`config.mk`:
```
export PLATFORM = sky130hd
export DESIGN_NAME = dict_ring_mlane
export DESIGN_NICKNAME = d
export VERILOG_FILES = /design/src/rtl/dict_ring_mlane.sv
export SDC_FILE = /design/constraint.sdc
export NUM_CORES = 2
export LEC_CHECK = 0
export CORE_ASPECT_RATIO = 0.75
export CORE_UTILIZATION = 35
export DETAILED_ROUTE_END_ITERATION = 8
export PLACE_DENSITY_LB_ADDON = 0.1
export SYNTH_ARGS = -nofsm -noshare
export SYNTH_HDL_FRONTEND = slang
export SYNTH_SLANG_ARGS = --single-unit
```
`constraint.sdc`:
```
create_clock -name i_clk -period 4 [get_ports i_clk]
set_input_delay 0.8 -clock i_clk [delete_from_list [all_inputs] [get_ports i_clk]]
set_output_delay 0.8 -clock i_clk [all_outputs]
set_load 0.02 [all_outputs]
```
`src/rtl/dict_ring_mlane.sv`:
```
// Multi-lane write dictionary: one shared ring of ENTRIES words, newest-first view.
// Asserted lanes are compacted into consecutive slots each cycle; oldest words are overwritten on wrap.
module dict_ring_mlane #(
  parameter int DATA_WIDTH = 32,
  parameter int LANES      = 2,
  parameter int ENTRIES    = 16
) (
  input  logic                          i_clk,
  input  logic                          i_reset,
  input  logic                          i_flush,
  input  logic [LANES-1:0]              i_wr,
  input  logic [LANES*DATA_WIDTH-1:0]   i_w_data,
  output logic [ENTRIES*DATA_WIDTH-1:0] o_data,
  output logic [ENTRIES-1:0]            o_valid,
  output logic [$clog2(ENTRIES):0]      o_count,
  output logic                          o_full,
  output logic [$clog2(ENTRIES)-1:0]    o_wr_ptr
);

  localparam int AW = $clog2(ENTRIES);
  localparam int CW = AW + 1;
  localparam logic [CW:0]   ENT_WIDE = (CW+1)'(ENTRIES);
  localparam logic [CW-1:0] ENT_CNT  = CW'(ENTRIES);

  logic [DATA_WIDTH-1:0] mem_q [ENTRIES];
  logic [DATA_WIDTH-1:0] mem_d [ENTRIES];
  logic [AW-1:0]         wr_ptr_q, wr_ptr_d;
  logic [CW-1:0]         count_q, count_d;

  logic [CW-1:0]         pop;
  logic [CW:0]           sum;
  logic [AW-1:0]         wr_slot;
  logic [AW-1:0]         rd_slot;

  // Each asserted lane lands at the pointer plus the number of lower lanes also asserted.
  always_comb begin
    mem_d    = mem_q;
    pop      = '0;
    wr_slot  = '0;
    for (int k = 0; k < LANES; k++) begin
      if (i_wr[k]) begin
        wr_slot        = wr_ptr_q + pop[AW-1:0];
        mem_d[wr_slot] = i_w_data[k*DATA_WIDTH +: DATA_WIDTH];
        pop            = pop + CW'(1);
      end
    end

    sum      = {1'b0, count_q} + {1'b0, pop};
    count_d  = (sum > ENT_WIDE) ? ENT_CNT : sum[CW-1:0];
    wr_ptr_d = wr_ptr_q + pop[AW-1:0];

    if (i_flush) begin
      for (int i = 0; i < ENTRIES; i++) begin
        mem_d[i] = '0;
      end
      count_d  = '0;
      wr_ptr_d = '0;
    end
  end

  always_ff @(posedge i_clk) begin
    if (i_reset) begin
      for (int i = 0; i < ENTRIES; i++) begin
        mem_q[i] <= '0;
      end
      wr_ptr_q <= '0;
      count_q  <= '0;
    end else begin
      for (int i = 0; i < ENTRIES; i++) begin
        mem_q[i] <= mem_d[i];
      end
      wr_ptr_q <= wr_ptr_d;
      count_q  <= count_d;
    end
  end

  // Logical word j sits one slot behind the pointer per step of age; unwritten words read as zero.
  always_comb begin
    o_data  = '0;
    o_valid = '0;
    rd_slot = '0;
    for (int j = 0; j < ENTRIES; j++) begin
      rd_slot    = wr_ptr_q - AW'(j + 1);
      o_valid[j] = (CW'(j) < count_q);
      if (o_valid[j]) begin
        o_data[j*DATA_WIDTH +: DATA_WIDTH] = mem_q[rd_slot];
      end
    end
  end

  assign o_count  = count_q;
  assign o_full   = (count_q == ENT_CNT);
  assign o_wr_ptr = wr_ptr_q;

endmodule

```
==> reports/qor.txt <==
outcome = complete, but fails checks
Critical Path RT = 3.20 ns
Max transition margin = 0.400
CTS sink count = 521
final clock period utilization by the worst path = 1.07
clk_lat worst skew = 0.67 ns
power share of the clock group = 0.437
CP startpoint kind = flop
R2R cell count = 8
Post-synth ARST share = 0
Mapped Area = 46300 um^2
Congestion Overflow GR = 0
Finished Layout Cells = 6700
actual slew at the worst max-slew pin = 0.897 ns
sequential power share = 0.361
reg2reg start = o_wr_ptr[0]
power share of the combinational group = 0.202
Hold Path Class = flop to flop
failing checks = setup timing
CTS tree = done
final setup vio count = 84
P&R area growth vs syn = 30.6%
Area contributors post-synth = mux4_2 25%, dfxtp_1 23%, mux2i_1 22%, o22ai_1 6.5%, a211oi_1 6.2%
FF+latch count, synth = 521
fill cell count = 12200
CP Data Arrival Time = 3.47 ns
critical path class = flop to output pin
Routed WL = 256 mm
Cell variety after synth = 51
critical path startpoint = o_wr_ptr[0]
root buf cell = clkbuf_16
Core Rows = 115
chip width = 422 um
# port buffers = 606
FF-to-FF setup slack = 0.58 ns
via count = 46100
sw frac = 0.303
Cells after Synth = 4420
final instance area = 60500 um^2
Tot GR Track Use = 0.366
pre-CTS setup slack = -0.187 ns
Max Fclk = 234 MHz
final max-slew violation count = 0
internal power = 10.3 mW
placer congestion estimate = 0.931
Max-cap violations = 0
Yosys Warn Count = 0
Worst Path Max Fanout = 7
EDFF count, synth = 0
CTS clk-pin slew, worst paths = 0.07 ns
hold_sp = mem_q[30]
# IOs = 607
largest net degree at the start of global routing = 117
placed insts = 6465
dominant cell type by area after synthesis = mux4_2
Placed Area = 55000 um^2
DP HPWL = 170 mm
NumNets Final = 4984
sequential area share after synthesis = 0.225
Worst Setup End Kind = output pin
Psw = 4.48 mW
final hold vios = 0
first-pass GRT wire length = 348 mm
Main synth FF type = dfxtp_1
Worst Skew = 0.0372 ns
WL per Instance = 38.3 um
DRC Markers = 0
initial antenna violation count = 7
Final Critical Period = 4.27 ns
fraction of layout cells with a size suffix above 1 = 0.327
crit path capture = o_data[212]
CORE AREA = 131000 um^2
VDD IR max = 316 uV
Power Density = 244 nW/um^2
Avg Inst Size Synth = 10.5 um^2
die area = 134000 um^2
vias in the first global route = 42200
CTS max path bufs = 3
worst hold slack = 0.603 ns
P_leak = 25.4 nW
starting density of the core = 0.353
first-pass iteration count of the detailed router = 5
H-tree depth = 3
most common cell in the netlist = mux2i_1
worst r2r dst = mem_q[245]
top cells by count, synth = 1023 x mux2i_1, 521 x dfxtp_1, 519 x nor2_1
DR iter-0 viols = 6018
Vias/cell = 6.88
Die H = 317 um
area share of the largest cell type after synthesis = 0.249
Antenna Violating Nets Remaining = 0
CTS Buf Count = 66
unrepaired setup endpoints after global routing = yes
Post-Synthesis Net Count = 4511
worst setup margin = -0.267 ns
-- sequential cells by signal, indices dropped and copies added, names as in the netlist --
signal / flops
mem_q: 512
o_count: 5
o_wr_ptr: 4
-- worst min-delay path by stage --
stage	slack [ns]	end	cells past startpoint
2_1_floorplan	0.56	mem_q[503]	2
3_3_place_gp	0.58	mem_q[460]	2
3_5_place_dp	0.58	mem_q[221]	2
4_1_cts	0.60	mem_q[221]	2
5_1_grt	0.63	mem_q[423]	2
6_report	0.60	mem_q[30]	2
-- logic make-up (layout without fill, tap and decap cells) --
logic type               Yosys count  count (layout)  synth area share
buffers and inverters            585            1107            0.0618
adder cells (fa/ha/maj)           22              22           0.00595
AND/OR/NAND/NOR                  719             719            0.0650
multiplexers                    1535            1535             0.470
flip-flops                       521             521             0.225
XOR/XNOR                          23              23           0.00630
other                              0               3                 0
AO/OA/AOI/OAI                   1015            1015             0.165
-- through the flow --
stage	TNS (ns)	utilization	power [mW]
final	-5.80	0.461	14.7
after floorplan	0	-	7.00
after CTS	-15.07	0.452	14.6
after detailed placement	-0.448	0.419	7.78
after global placement	-0.357	0.419	7.77
after global routing	-11.83	0.461	15.1
-- critical path, stage by stage, from the launching register on --
cell	delay, ns
dfxtp_4	0.37
inv_1	0.11
ha_4	0.35
buf_12	0.17
buf_16	0.16
buf_12	0.11
mux4_2	0.53
buf_4	0.17
mux2i_4	0.20
o22ai_1	0.12
buf_4	0.17
dlygate4sd2_1	0.31
-- power by group through the flow --
| stage | logic, mW | registers (mW) | clock network, mW |
|---|---|---|---|
| after floorplan | 1.60 | 5.41 | 0 |
| after global placement | 2.33 | 5.43 | 0 |
| after detailed placement | 2.34 | 5.43 | 0 |
| after CTS | 2.75 | 5.32 | 6.48 |
| after global routing | 3.06 | 5.33 | 6.71 |
| final | 2.98 | 5.33 | 6.44 |
-- area by class of cell --
type                            count  area, um^2  area share
Multi-Input combinational cell   3314       35100       0.580
Timing Repair Buffer              985       10500       0.173
Sequential cell                   521       10400       0.173
Tap cell                         1755        2200      0.0363
Clock buffer                       93        1950      0.0322
Clock inverter                     24         290     0.00480
Inverter                            5        26.3    0.000435
Antenna cell                        3        7.51    0.000124
-- routing by layer --
metal / share of wire / GRT usage
met4: 0.061 / 0.196
met3: 0.12 / 0.0984
met5: 0.00010 / 0
met1: 0.40 / 0.494
met2: 0.43 / 0.533
-- what timing repair did --
| item | 4_1_cts | 5_1_grt |
|---|---|---|
| cloned | 27 | 8 |
| endpoints found under the setup margin | 506 | 357 |
| pin swaps | 11 | 2 |
| setup buffers | 48 | 33 |
| resized for setup | 723 | 533 |
| hold buffers | 0 | 0 |
-- cells in the final DEF, fill, tap and decap left out, types with 18 or more instances in the layout --
cell               n
a211oi_1         383
a211oi_2         129
and3_1            34
buf_12            82
buf_16            31
buf_2             35
buf_4            231
buf_6             21
bufbuf_16         18
clkbuf_16         77
clkbuf_2         103
clkdlybuf4s50_1  135
dfxtp_1          514
dlygate4sd2_1    214
dlymetal6s2s_1    87
mux2i_1          818
mux2i_2          131
mux2i_4           74
mux4_2           512
nand2_1           74
nand2_2           18
nand2_4           26
nor2_1           519
o22ai_1          454
o22ai_2           20
No activity file was read; power rests on OpenSTA's default activity.
